<file path="config.mk">
export PLATFORM = sky130hd
export DESIGN_NAME = seq_hit_window_counter
export DESIGN_NICKNAME = d
export VERILOG_FILES = /design/src/rtl/seq_pkg.sv /design/src/rtl/seq_window_timer.sv /design/src/rtl/seq_hit_window_counter.sv
export SDC_FILE = /design/constraint.sdc
export NUM_CORES = 1
export LEC_CHECK = 0
export BUFFER_PORTS_ARGS = -buffer_cell sky130_fd_sc_hd__buf_2
export CORE_MARGIN = 2
export CORE_UTILIZATION = 40
export DETAILED_ROUTE_END_ITERATION = 7
export PLACE_DENSITY_LB_ADDON = 0.05
export SYNTH_ARGS = -nofsm -noshare
export SYNTH_HDL_FRONTEND = slang
export SYNTH_SLANG_ARGS = --single-unit
</file>
<file path="constraint.sdc">
create_clock -name clk -period 3.4 [get_ports clk]
set_clock_uncertainty 0.1 [all_clocks]
set_input_delay 0.34 -clock clk [delete_from_list [all_inputs] [get_ports clk]]
set_output_delay 0.34 -clock clk [all_outputs]
set_load 0.1 [all_outputs]
</file>
<file path="src/rtl/seq_pkg.sv">
// ---------------------------------------------------------------------------
// seq_pkg
//   Definitions shared by the 1011 sequence detector and the blocks that
//   consume its match pulse.
//   - win_state_e : encoding of the hit-window counter FSM (IDLE, RUN)
//   - SEQ_PATTERN : bit pattern the upstream detector matches (MSB first)
//   - SEQ_LEN     : length of that pattern in bits
// ---------------------------------------------------------------------------
package seq_pkg;

  localparam int unsigned SEQ_LEN = 4;
  localparam logic [SEQ_LEN-1:0] SEQ_PATTERN = 4'b1011;

  typedef enum logic [0:0] {
    IDLE = 1'b0,
    RUN  = 1'b1
  } win_state_e;

endpackage : seq_pkg

</file>
<file path="src/rtl/seq_window_timer.sv">
// ---------------------------------------------------------------------------
// seq_window_timer
//   Cycle counter for fixed-length counting windows. Counts 0..WINDOW_LEN-1
//   while advance_i is high and wraps straight back to 0 with no gap cycle.
//   clear_i forces the counter to 0 (a new window then starts at cycle 0).
//
//   Ports
//     clk        in   rising-edge clock
//     reset      in   synchronous, active-high reset
//     clear_i    in   restart the window (takes priority over advance_i)
//     advance_i  in   count this cycle as a window cycle
//     last_o     out  current cycle is the last of the window
// ---------------------------------------------------------------------------
module seq_window_timer
  import seq_pkg::*;
#(
  parameter int WINDOW_LEN = 16
) (
  input  logic clk,
  input  logic reset,
  input  logic clear_i,
  input  logic advance_i,
  output logic last_o
);

  localparam int WIN_W = (WINDOW_LEN > 2) ? $clog2(WINDOW_LEN) : 1;
  localparam logic [WIN_W-1:0] LAST_CNT = WIN_W'(WINDOW_LEN - 1);

  logic [WIN_W-1:0] win_cnt_q, win_cnt_d;

  assign last_o = (win_cnt_q == LAST_CNT);

  always_comb begin
    win_cnt_d = win_cnt_q;
    if (clear_i) begin
      win_cnt_d = '0;
    end else if (advance_i) begin
      win_cnt_d = last_o ? '0 : win_cnt_q + 1'b1;
    end
  end

  always_ff @(posedge clk) begin
    if (reset) begin
      win_cnt_q <= '0;
    end else begin
      win_cnt_q <= win_cnt_d;
    end
  end

endmodule : seq_window_timer

</file>
<file path="src/rtl/seq_hit_window_counter.sv">
// ---------------------------------------------------------------------------
// seq_hit_window_counter
//   Counts 1011-detector match pulses over fixed windows of WINDOW_LEN
//   cycles and offers each window's (saturated) total to a downstream
//   consumer. Totals that arrive while the previous one is still unaccepted
//   are dropped and recorded in the sticky overrun flag.
//
//   Optional feature macro: HIT_ALARM_EN
//     defined   : alarm is a registered one-cycle pulse on every out_count
//                 load whose value is >= THRESH
//     undefined : alarm is tied low
//
//   Ports
//     clk        in   rising-edge clock
//     reset      in   synchronous, active-high reset
//     en         in   1 = windows run, 0 = idle (partial window discarded)
//     det_in     in   match pulse from the detector
//     out_valid  out  out_count holds a completed window total
//     out_ready  in   consumer accepts out_count
//     out_count  out  hits in the completed window, saturating
//     overrun    out  sticky: a window total was dropped
//     alarm      out  threshold pulse (HIT_ALARM_EN only, else 0)
//
//   Handshake: a transfer happens on any edge where out_valid && out_ready.
//   While out_valid is high and no transfer has happened, out_count is held
//   stable. A new total may load on the same edge as a transfer.
// ---------------------------------------------------------------------------
module seq_hit_window_counter
  import seq_pkg::*;
#(
  parameter int WINDOW_LEN = 16,
  parameter int CNT_W      = 4,
  parameter int THRESH     = 3
) (
  input  logic             clk,
  input  logic             reset,
  input  logic             en,
  input  logic             det_in,
  output logic             out_valid,
  input  logic             out_ready,
  output logic [CNT_W-1:0] out_count,
  output logic             overrun,
  output logic             alarm
);

  if (WINDOW_LEN < 2 || CNT_W < 1 || THRESH < 0) begin : g_bad_params
    $error("seq_hit_window_counter: illegal parameter combination");
  end

  win_state_e       state_q, state_d;
  logic [CNT_W-1:0] hit_cnt_q, hit_cnt_d;
  logic             out_valid_q, out_valid_d;
  logic [CNT_W-1:0] out_count_q, out_count_d;
  logic             overrun_q, overrun_d;

  logic             run_active;
  logic             win_last;
  logic             window_end;
  logic             load_result;
  logic [CNT_W:0]   hit_sum_wide;
  logic [CNT_W-1:0] hit_sum;

  // A cycle is counted only when already in RUN and en is still high; the
  // IDLE->RUN edge itself is not a window cycle.
  assign run_active = (state_q == RUN) && en;
  assign window_end = run_active && win_last;

  seq_window_timer #(
    .WINDOW_LEN(WINDOW_LEN)
  ) u_timer (
    .clk      (clk),
    .reset    (reset),
    .clear_i  (!run_active),
    .advance_i(run_active),
    .last_o   (win_last)
  );

  // One extra bit catches the carry; on carry the count pins at all-ones.
  assign hit_sum_wide = {1'b0, hit_cnt_q} + {{CNT_W{1'b0}}, det_in};
  assign hit_sum      = hit_sum_wide[CNT_W] ? {CNT_W{1'b1}} : hit_sum_wide[CNT_W-1:0];

  // The output register is free if empty or being drained this very edge.
  assign load_result = window_end && (!out_valid_q || out_ready);

  always_comb begin
    state_d = state_q;
    case (state_q)
      IDLE:    if (en)  state_d = RUN;
      RUN:     if (!en) state_d = IDLE;
      default: state_d = IDLE;
    endcase
  end

  always_comb begin
    hit_cnt_d   = hit_cnt_q;
    out_valid_d = out_valid_q;
    out_count_d = out_count_q;
    overrun_d   = overrun_q;

    if (!run_active || window_end) begin
      hit_cnt_d = '0;
    end else begin
      hit_cnt_d = hit_sum;
    end

    if (out_valid_q && out_ready) begin
      out_valid_d = 1'b0;
    end

    if (load_result) begin
      out_valid_d = 1'b1;
      out_count_d = hit_sum;
    end else if (window_end) begin
      overrun_d = 1'b1;
    end
  end

  always_ff @(posedge clk) begin
    if (reset) begin
      state_q     <= IDLE;
      hit_cnt_q   <= '0;
      out_valid_q <= 1'b0;
      out_count_q <= '0;
      overrun_q   <= 1'b0;
    end else begin
      state_q     <= state_d;
      hit_cnt_q   <= hit_cnt_d;
      out_valid_q <= out_valid_d;
      out_count_q <= out_count_d;
      overrun_q   <= overrun_d;
    end
  end

  assign out_valid = out_valid_q;
  assign out_count = out_count_q;
  assign overrun   = overrun_q;

`ifdef HIT_ALARM_EN
  logic alarm_q, alarm_d;

  // Only totals that actually reach out_count can raise the alarm.
  always_comb begin
    alarm_d = load_result && (int'(hit_sum) >= THRESH);
  end

  always_ff @(posedge clk) begin
    if (reset) begin
      alarm_q <= 1'b0;
    end else begin
      alarm_q <= alarm_d;
    end
  end

  assign alarm = alarm_q;
`else
  assign alarm = 1'b0;
`endif

endmodule : seq_hit_window_counter

</file>
* Word-level counts from Yosys, hierarchy flattened
Index checks and enable logic that the tools add are counted.
** Operators by class
- Add/subtract/negate cells :: 2
- Equal/unequal tests :: 1
- Multiplexer cells :: 4
- Bitwise gates (word level) :: 2
- Reduce and logical (&&, ||, !) cells :: 12
** Operators by type and width (number)
- adder 4 x 1 -> 5 bit :: 1
- adder 4 x 1 -> 4 bit (second input constant) :: 1
- == test 4 bit (second input constant) :: 1
- logical AND 1 bit :: 4
- two-way mux 4 bit :: 1
- two-way mux 1 bit :: 3
- OR reduction 3 bit :: 1
- logical NOT 1 bit :: 2
- logical OR 1 bit :: 2
- inverter 1 bit :: 2
- AND reduction 2 bit :: 1
- nonzero test 2 bit :: 1
- OR reduction 2 bit :: 1
** Word-level totals
- Flip-flop bits (word level) :: 15
- Input bits :: 5
- Output and inout port bits :: 7
- Word-level logic and storage cells :: 27

* Depth between registers and ports, before layout
Gate-level depths: netlist of the first run.
- Word-level depth :: 5
- Depth in mapped cells :: 6
- Gate-level depth less buffers :: 6

* Cells and area by module
From an unflattened synthesis of the first run, not the netlist that was laid out.
** Second synthesis, totals
- Cell total of the unflattened synthesis :: 68
- Area, all modules :: 638.1 sq um
** By module, submodules not included
- seq_hit_window_counter :: instances 1, cells each 49, area an instance 457.9 sq um, seq. area each 220.2 sq um
- seq_window_timer :: instances 1, cells each 19, area an instance 180.2 sq um, seq. area each 80.1 sq um

* Least setup slack after synthesis of the first run
OpenSTA, ideal clock, no wires.
- Kind :: reg2reg
- Start :: register out_valid_q (netlist: out_valid)
- End :: register out_count_q[2] (netlist: out_count[2])
- Setup time :: 0.070 ns
- Arrival time :: 1.660 ns
- Data required time :: 3.230 ns
- Slack :: 1.570 ns
- Stages on the path, launching flop included :: 5
- Buffers on the path :: 0
- Period minus slack after synthesis :: 1.830 ns
- Path through :: dfxtp_1 -> nor2b_1 -> nor3_4 -> nand2b_1 -> a21oi_1
** On the way
- Word-level cells in the longest chain between the ends :: 3
** Ends and longest elaborated chain
- start: declaration :: RTL line seq_hit_window_counter.sv:52 : logic out_valid_q, out_valid_d;
- start signal: assignment :: RTL line seq_hit_window_counter.sv:128 : out_valid_q <= out_valid_d;
- logical NOT 1 bit :: RTL line seq_hit_window_counter.sv:83 : assign load_result = window_end && (!out_valid_q || out_ready);
- logical OR 1 bit :: RTL line seq_hit_window_counter.sv:83
- logical AND 1 bit :: RTL line seq_hit_window_counter.sv:83
- end signal: assignment :: RTL line seq_hit_window_counter.sv:129 : out_count_q <= out_count_d;
- end: declaration :: RTL line seq_hit_window_counter.sv:53 : logic [CNT_W-1:0] out_count_q, out_count_d;
No other way between the ends.
A chain may end at the register's enable or synchronous reset.

* Final worst setup path of the first run
- Start :: register u_timer.win_cnt_q[0]
- End :: register out_count_q[3] (netlist: out_count[3])
** On the way
- Word-level cells in the longest chain between the ends :: 3
** Ends and longest elaborated chain
- start: declaration :: RTL line seq_window_timer.sv:29 : logic [WIN_W-1:0] win_cnt_q, win_cnt_d;
- start signal: assignment :: RTL line seq_window_timer.sv:46 : win_cnt_q <= win_cnt_d;
- == test 4 bit :: RTL line seq_window_timer.sv:31 : assign last_o = (win_cnt_q == LAST_CNT);
- logical AND 1 bit :: RTL line seq_hit_window_counter.sv:66 : assign window_end = run_active && win_last;
- logical AND 1 bit :: RTL line seq_hit_window_counter.sv:83
No other way between the ends.

==> flow_metrics.py, run 1 <==
metrics = {
    "status": {
        "run_status": "finished, final reports clean",
    },
    "drt": {
        "vias_per_cell": 4.89,
        "first_iter_violations": 3,
        "ant_nets": 0,
        "vias": 425,
        "first_pass_iters": 2,
        "drc": 0,
        "wl_per_cell_um": 10.4,
        "wirelength_um": 903,
    },
    "flow_run": {
        "drv_cap": 0,
    },
    "cells_and_area": {
        "antenna_cells": 0,
        "fin_nets": 81,
        "fin_cells": 87,
        "finish.utilization_pct": 50.1,
        "design_area_um2": 668,
        "area_delta_synth_final_pct": 14.6,
        "drive_above_1_share_pct": 22.2,
    },
    "floorplan": {
        "row_count": 13,
        "ios": 12,
        "die_height_um": 42.2,
        "die_area_um2": 1780,
        "core_area_um2": 1330,
        "dieWidth_um": 42.2,
        "initial_utilization_pct": 43.7,
    },
    "yosys": {
        "synth_area_leaders": "dfxtp_1 52%, nor2_1 8.4%, ha_1 6.4%, a31oi_1 3.2%, nor2b_1 3.2%",
        "yosys_most_used_dff": "dfxtp_1",
        "synth_top_area_cell": "dfxtp_1",
        "synth_top_area_share_pct": 51.5,
        "synth_warnings": 0,
        "seq_area_frac_synth_pct": 51.5,
        "postSynthAreaPerCell_um2": 9.72,
        "synthCells": 60,
        "synth_edf_count": 0,
        "ys_seq_elements": 15,
        "synth_cell_types": 24,
        "ys_async_sr_fraction_pct": 0,
        "syn_area_um2": 583,
        "synthTopCellsByCount": "15 x dfxtp_1, 13 x nor2_1, 3 x a31oi_1, 3 x ha_1, 3 x nor2b_1",
        "syn_nets": 68,
        "synth.most_common_cell": "dfxtp_1",
    },
    "global_routing": {
        "grt.total_usage_pct": 11.6,
        "grt_max_degree": 10,
        "grt_pass1_wl_um": 1550,
        "grt-ovfl-total": 0,
        "antenna_found_initial": 0,
        "grt_pass1_vias": 376,
    },
    "critical_path": {
        "arrival_ns": 1.61,
        "critical_path_class": "flop to flop",
        "r2r_end": "out_count[3]",
        "cp_max_fo": 7,
        "r2r-start": "u_timer.win_cnt_q[0]",
        "rr_worst_depth": 5,
        "end_kind": "flop",
        "cp-startpoint": "u_timer.win_cnt_q[0]",
        "cp.required_ns": 3.48,
        "startpoint_type": "flop",
        "rrSetupSlack_ns": 1.87,
        "endpoint": "out_count[3]",
    },
    "pwr": {
        "p_int_uw": 223,
        "p_total_uw": 288,
        "pwr-share-seq_pct": 61.5,
        "swShare_pct": 22.5,
        "power_density_nw_per_um2": 431,
        "power.share.clock_pct": 34.2,
        "irDropWorstVdd_mv": 0.279,
        "power_frac_comb_pct": 4.3,
        "p_leak_nw": 0.281,
        "p_sw_uw": 64.9,
    },
    "clock_tree": {
        "holdBufCountCts": 0,
        "clkSlewWorstSetupHoldPaths_ns": 0.09,
        "cts-root-buf": "clkbuf_4",
        "clk_path_buf_depth": 2,
        "cts_tree": "built",
        "cts.sinks": 15,
        "clkLatencyLatePin_ns": 0.28,
        "cts_resized": 0,
        "cts-htree-levels": 1,
        "cts_buffers": 3,
        "post_cts_buffers": 0,
    },
    "place": {
        "gp_congestion": 0.754,
        "portBuffers": 10,
        "dp_hpwl_um": 705,
        "post-place-cells": 83,
        "place_area_um2": 641,
    },
    "timing": {
        "layout_min_cycle_time_ns": 1.53,
        "fin_crit_sh_pct": 45.1,
        "fmax_mhz": 653,
        "slew_violations": 0,
        "setup_tns_ns": 0,
        "finalSetupViolations": 0,
        "rsz0062_at_grt": "no",
        "hold_viol": 0,
    },
    "worst_hold_path": {
        "min_path_type": "input pin to flop",
    },
}
layout make-up:
type | count | area (um2)
Fill cell | 144 | 666
Sequential cell | 15 | 300
Tap cell | 15 | 18.8
Clock buffer | 3 | 22.5
Multi-Input combinational cell | 43 | 272
Clock inverter | 1 | 5.00
Timing Repair Buffer | 10 | 50.0
metrics by stage:
| stage | setup slack (ns) | hold slack [ns] |
|---|---|---|
| after floorplan | 1.57 | 0.318 |
| after global placement | 1.81 | 0.337 |
| after detailed placement | 1.77 | 0.346 |
| after CTS | 1.86 | 0.180 |
| after global routing | 1.74 | 0.222 |
| final | 1.87 | 0.185 |
cells in the final DEF (no fill, tap or decap):
master / instances
a211oi_1: 2
a21oi_1: 2
a31oi_1: 3
a41oi_1: 1
and3_1: 2
buf_2: 10
clkbuf_4: 3
clkinv_2: 1
conb_1: 1
dfxtp_1: 15
ha_1: 3
mux2i_1: 1
nand2_1: 2
nand2b_1: 1
nand3_1: 1
nand3_2: 1
nand3b_1: 1
nor2_1: 13
nor2b_1: 3
nor3_1: 1
nor3_4: 1
o211ai_1: 1
o21ai_0: 1
xnor2_1: 1
xor2_1: 1
power by group through the flow:
| stage | registers (mW) | logic (mW) | clock network (mW) |
|---|---|---|---|
| final | 0.177 | 0.0125 | 0.0985 |
| after global routing | 0.177 | 0.0138 | 0.108 |
| after CTS | 0.177 | 0.0128 | 0.103 |
| after detailed placement | 0.181 | 0.0127 | 0 |
| after global placement | 0.181 | 0.0125 | 0 |
| after floorplan | 0.181 | 0.0102 | 0 |
flip-flops by register name (all words and copies together), names as in the netlist:
register           count
u_timer.win_cnt_q      4
out_count              4
out_valid              1
hit_cnt_q              4
state_q                1
overrun                1
kinds of logic (layout without fill, tap and decap cells):
group	after synthesis	after routing	share of synthesized area (%)
AOI/OAI and AO/OA	10	10	11.2
xor gates and xnor gates	2	2	3.00
adders and majority gates	3	3	6.44
buffers and inverters	2	14	1.93
DFF	15	15	51.5
muxes	1	1	1.72
other	1	1	0.643
and+or+nand+nor	26	26	23.6
worst max-delay path, cell delays in order, from the launching register on:
cell	delay, ns
dfxtp_1	0.36
ha_1	0.21
nand3_2	0.15
nor3_4	0.35
mux2i_1	0.23
nor2_1	0.05
worst min-delay path by stage:
stage | from | endpoint | slack (ns) | cells past startpoint
after floorplan | u_timer.win_cnt_q[0] | u_timer.win_cnt_q[0] | 0.32 | 1
after global placement | u_timer.win_cnt_q[0] | u_timer.win_cnt_q[0] | 0.34 | 1
after detailed placement | u_timer.win_cnt_q[0] | u_timer.win_cnt_q[0] | 0.35 | 1
after CTS | en | state_q | 0.18 | 2
after global routing | en | state_q | 0.22 | 2
final | en | state_q | 0.19 | 2
per-layer routing:
metal / GRT usage [%] / up-vias / part of all wire, %
li1: - / 233 / -
met1: 14.8 / 184 / 50
met2: 16.6 / 6 / 44
met3: 2.59 / 2 / 3.8
met4: 9.38 / 0 / 1.8
met5: 0 / - / 0
Power figures use the tool's default switching activity.
==> inputs of run 2 (changes only) <==
Settings changed: ABC_AREA set to 1.
Clock period 3.4 ns to 1.35 ns, I/O delays scaled along.
==> flow_metrics.py, run 2 <==
metrics = {
    "drt": {
        "ant_nets": 0,
        "wl_per_cell_um": 9.78,
        "vias": 542,
        "first_iter_violations": 3,
        "vias_per_cell": 4.48,
        "first_pass_iters": 4,
        "wirelength_um": 1180,
        "drc": 0,
    },
    "critical_path": {
        "cp_num_buf_inv": 1,
        "cpMaxStageDelayCell": "buf_2",
        "cp_slowest_stage_delay_ns": 0.42,
        "cp_cell_sequence": "buf_2",
        "critical_path_class": "flop to primary output",
        "startpoint_type": "flop",
        "cp.required_ns": 1.12,
        "end_kind": "primary output",
        "path_delay_family": "buffers and inverters",
        "arrival_ns": 1.05,
        "cp_max_fo": 3,
    },
    "yosys": {
        "synthTopCellsByCount": "17 x nand2_1, 15 x dfxtp_1, 15 x inv_1",
        "syn_nets": 92,
        "synth_warnings": 0,
        "synth_top_area_share_pct": 46.5,
        "syn_area_um2": 646,
        "yosys_most_used_dff": "dfxtp_1",
        "synth_edf_count": 0,
        "postSynthAreaPerCell_um2": 7.69,
        "synth_top_area_cell": "dfxtp_1",
        "synth_area_leaders": "dfxtp_1 47%, nand2_1 9.9%, inv_1 8.7%, nor2_1 7.6%, a21oi_1 6.2%",
        "synth.most_common_cell": "nand2_1",
        "synthCells": 84,
        "synth_cell_types": 16,
        "ys_async_sr_fraction_pct": 0,
        "ys_seq_elements": 15,
        "seq_area_frac_synth_pct": 46.5,
    },
    "place": {
        "portBuffers": 10,
        "dp_hpwl_um": 817,
        "place_ws_ns": 0.0250,
        "gp_congestion": 0.772,
    },
    "floorplan": {
        "row_count": 14,
        "die_height_um": 44.2,
        "die_area_um2": 1950,
        "dieWidth_um": 44.2,
        "ios": 12,
        "core_area_um2": 1510,
        "initial_utilization_pct": 42.9,
    },
    "timing": {
        "fin_crit_sh_pct": 95.2,
        "setup_tns_ns": 0,
        "setup_ws_ns": 0.0651,
        "fmax_mhz": 778,
        "hold_viol": 0,
        "finalSetupViolations": 0,
        "slew_violations": 0,
        "rsz0062_at_grt": "no",
        "layout_min_cycle_time_ns": 1.28,
    },
    "clock_tree": {
        "clk_path_buf_depth": 2,
        "cts_tree": "built",
        "cts-htree-levels": 1,
        "cts_buffers": 3,
        "cts-root-buf": "clkbuf_4",
        "cts.sinks": 15,
        "clkSlewWorstSetupHoldPaths_ns": 0.09,
        "clkLatencyLatePin_ns": 0.28,
    },
    "worst_hold_path": {
        "min_path_type": "input pin to flop",
    },
    "global_routing": {
        "grt_pass1_wl_um": 1940,
        "grt_max_degree": 10,
        "grt_pass1_vias": 512,
        "antenna_found_initial": 0,
        "grt-ovfl-total": 0,
        "grt.total_usage_pct": 13.5,
    },
    "cells_and_area": {
        "final_common_cell": "nand2_1",
        "ff_latch_area_um2": 309,
        "drive_above_1_share_pct": 36.2,
        "final_cell_mix": "16 x nand2_1, 15 x inv_1, 13 x nor2_1, 10 x buf_2, 8 x dfxtp_1",
        "n_fill_cell": 156,
        "area_delta_synth_final_pct": 33.7,
        "fin_nets": 114,
        "multi_input_area_um2": 343,
        "antenna_cells": 0,
    },
    "pwr": {
        "irDropWorstVdd_mv": 0.651,
        "power_density_nw_per_um2": 858,
        "p_leak_nw": 0.421,
    },
    "status": {
        "run_status": "finished, final reports clean",
    },
    "flow_run": {
        "drv_cap": 0,
    },
}
run 2: logic make-up after synthesis:
group           count (synthesis)  share of synthesized area [%]
compound gates                  9                           7.56
xor+xnor                        1                           1.36
fa+ha+maj                       3                           5.81
buf+inv                        16                           9.88
flops                          15                           46.5
other cells                     1                          0.581
simple gates                   39                           28.3
run 2: per-layer routing:
layer  GRT usage [%]  part of all wire, %  vias up
li1                -                    -      301
met2            21.2                   47       11
met3            2.86                  4.1        5
met4            10.9                  2.8        0
met5               0                    0        -
met1            15.9                   46      225
run 2: worst min-delay path, stage by stage:
cell,delay [ns]
buf_2,0.07
inv_1,0.04
nand4_1,0.08
a21oi_1,0.05
run 2: worst paths after layout:
path | depth (start not counted) | from | end | slack (ns)
worst max-delay path | 1 | out_valid | out_valid | 0.07
worst min-delay path | 4 | out_ready | overrun | 0.03
worst max register to register | 6 | u_timer.win_cnt_q[0] | out_count[3] | 0.11
worst min register to register | 2 | overrun | overrun | 0.35
run 2: area by class of cell:
type,count,area share [%]
Tap cell,16,2.32
Sequential cell,15,35.8
Inverter,15,6.52
Multi-Input combinational cell,54,39.7
Clock buffer,3,2.61
Clock inverter,1,0.580
Timing Repair Buffer,17,12.5
run 2: report_power, final:
group	total (mW)	leakage (nW)	switching (mW)	internal, mW
clock	0.250	0.0177	0.140	0.110
sequential	0.447	0.125	0.00147	0.445
combinational	0.0442	0.278	0.0286	0.0156
run 2: stage by stage:
stage / cells / power, mW / util, % / hold WS (ns) / cell area, um2
6_report: 121 / 0.741 / 57.3 / 0.0314 / 863
5_1_grt: 121 / 0.776 / 57.3 / 0.0792 / 863
4_1_cts: 119 / 0.754 / 52.6 / 0.0257 / 792
3_5_place_dp: 113 / 0.495 / 49.4 / 0.255 / 744
3_3_place_gp: 113 / 0.494 / 49.4 / 0.253 / 744
2_1_floorplan: 84 / 0.483 / - / 0.0967 / 652
run 2: what timing repair did:
item                                   CTS  global route
resized for setup                        0            12
buffers inserted                         0             1
endpoints found under the hold margin    3             0
setup endpoints to repair                0             6
hold buffers                             2             0
==> inputs of run 3 (changes only) <==
Settings changed: CTS_BUF_LIST set to sky130_fd_sc_hd__clkbuf_8.
==> flow_metrics.py, run 3 (same netlist as run 2, synthesis figures left out) <==
metrics = {
    "place": {
        "gp_congestion": 0.772,
        "dp_hpwl_um": 817,
        "post-place-cells": 113,
        "portBuffers": 10,
        "place_ws_ns": 0.0250,
        "place_area_um2": 744,
    },
    "cells_and_area": {
        "drive_above_1_share_pct": 35.2,
        "final_common_cell": "nand2_1",
        "fin_nets": 114,
        "fin_cells": 121,
        "area_delta_synth_final_pct": 36.6,
        "design_area_um2": 882,
        "final_cell_mix": "17 x nand2_1, 15 x inv_1, 13 x nor2_1, 10 x buf_2, 8 x dfxtp_1",
        "finish.utilization_pct": 58.6,
        "antenna_cells": 0,
    },
    "floorplan": {
        "ios": 12,
        "row_count": 14,
        "initial_utilization_pct": 42.9,
        "die_area_um2": 1950,
        "dieWidth_um": 44.2,
        "core_area_um2": 1510,
        "die_height_um": 44.2,
    },
    "timing": {
        "setup_ws_ns": 0.105,
        "fin_hold_ws_ns": 0.0725,
        "rsz0062_at_grt": "no",
        "fmax_mhz": 803,
        "layout_min_cycle_time_ns": 1.25,
        "hold_viol": 0,
        "setup_tns_ns": 0,
        "finalSetupViolations": 0,
        "fin_crit_sh_pct": 92.3,
        "slew_violations": 0,
    },
    "pwr": {
        "p_total_uw": 849,
        "irDropWorstVdd_mv": 0.656,
        "p_sw_uw": 185,
        "power_density_nw_per_um2": 963,
        "p_int_uw": 664,
        "p_leak_nw": 0.429,
        "pwr-share-seq_pct": 52.4,
        "power_frac_comb_pct": 5.2,
        "power.share.clock_pct": 42.4,
        "swShare_pct": 21.8,
    },
    "drt": {
        "drc": 0,
        "wl_per_cell_um": 9.90,
        "vias": 537,
        "vias_per_cell": 4.44,
        "ant_nets": 0,
        "first_iter_violations": 2,
        "wirelength_um": 1200,
        "first_pass_iters": 3,
    },
    "clock_tree": {
        "cts-root-buf": "clkbuf_8",
        "cts.sinks": 15,
        "cts-htree-levels": 1,
        "cts_tree": "built",
        "clk_path_buf_depth": 2,
        "cts_buffers": 3,
        "clkSlewWorstSetupHoldPaths_ns": 0.06,
        "clkLatencyLatePin_ns": 0.25,
    },
    "critical_path": {
        "r2r_end": "out_count[3]",
        "cp_max_fo": 6,
        "arrival_ns": 1.32,
        "endpoint": "u_timer.win_cnt_q[2]",
        "end_kind": "flop",
        "r2r-start": "hit_cnt_q[0]",
        "cp-startpoint": "en",
        "rrSetupSlack_ns": 0.11,
        "startpoint_type": "input pin",
        "critical_path_class": "input pin to flop",
        "rr_worst_depth": 6,
        "cp.required_ns": 1.43,
    },
    "status": {
        "run_status": "finished, final reports clean",
    },
    "global_routing": {
        "grt_pass1_wl_um": 1960,
        "grt.total_usage_pct": 14.1,
        "grt_max_degree": 10,
        "antenna_found_initial": 0,
        "grt-ovfl-total": 0,
        "grt_pass1_vias": 515,
    },
    "worst_hold_path": {
        "worstHoldStart": "out_ready",
        "min_path_type": "input pin to flop",
        "holdPathStages": 4,
    },
    "flow_run": {
        "drv_cap": 0,
    },
}
[run 3: cell types whose count changed in the layout (fill, tap and decap cells not counted)]
cell      change
nand2_2       -1
dfxtp_4       +1
nand2_1       +1
clkbuf_4      -3
dfxtp_2       -1
clkbuf_8      +3
[run 3: per-layer routing]
layer,share of wire [%],track usage [%],vias to the layer above
li1,-,-,300
met2,46,21.2,11
met5,0,0,-
met4,3.2,12.7,0
met3,4.3,4.08,5
met1,46,15.9,221
[run 3: area by class of cell]
class                           instances  area, um2
Clock buffer                            3       41.3
Clock inverter                          1       5.00
Sequential cell                        15        312
Multi-Input combinational cell         54        340
Tap cell                               16       20.0
Timing Repair Buffer                   17        108
Inverter                               15       56.3
Fill cell                             156        624
[run 3: how the worst min path moves through the flow]
stage | end | slack (ns)
finish | overrun | 0.07
global route | overrun | 0.13
CTS | overrun | 0.07
detailed placement | out_valid | 0.26
global placement | out_valid | 0.25
floorplan | out_valid | 0.1
[run 3: what timing repair did]
action                                  4_1_cts  5_1_grt
endpoints found under the setup margin        0        6
buffers inserted                              0        1
hold endpoints to repair                      3        0
hold buffers                                  2        0
resized for setup                             0       12
[run 3: worst max-delay path, cell delays in order]
cell and delay [ns]:
dlygate4sd3_1 0.53, buf_2 0.11, nand2_1 0.06, nor2_1 0.11, o21ai_2 0.08, buf_4 0.16
nor3b_1 0.15
[run 3: power groups by stage]
stage	Combinational, mW	Sequential [mW]	Clock [mW]
final	0.0443	0.445	0.360
after global placement	0.0377	0.456	0
after floorplan	0.0262	0.456	0
after CTS	0.0428	0.446	0.375
after global routing	0.0497	0.445	0.387
after detailed placement	0.0383	0.456	0
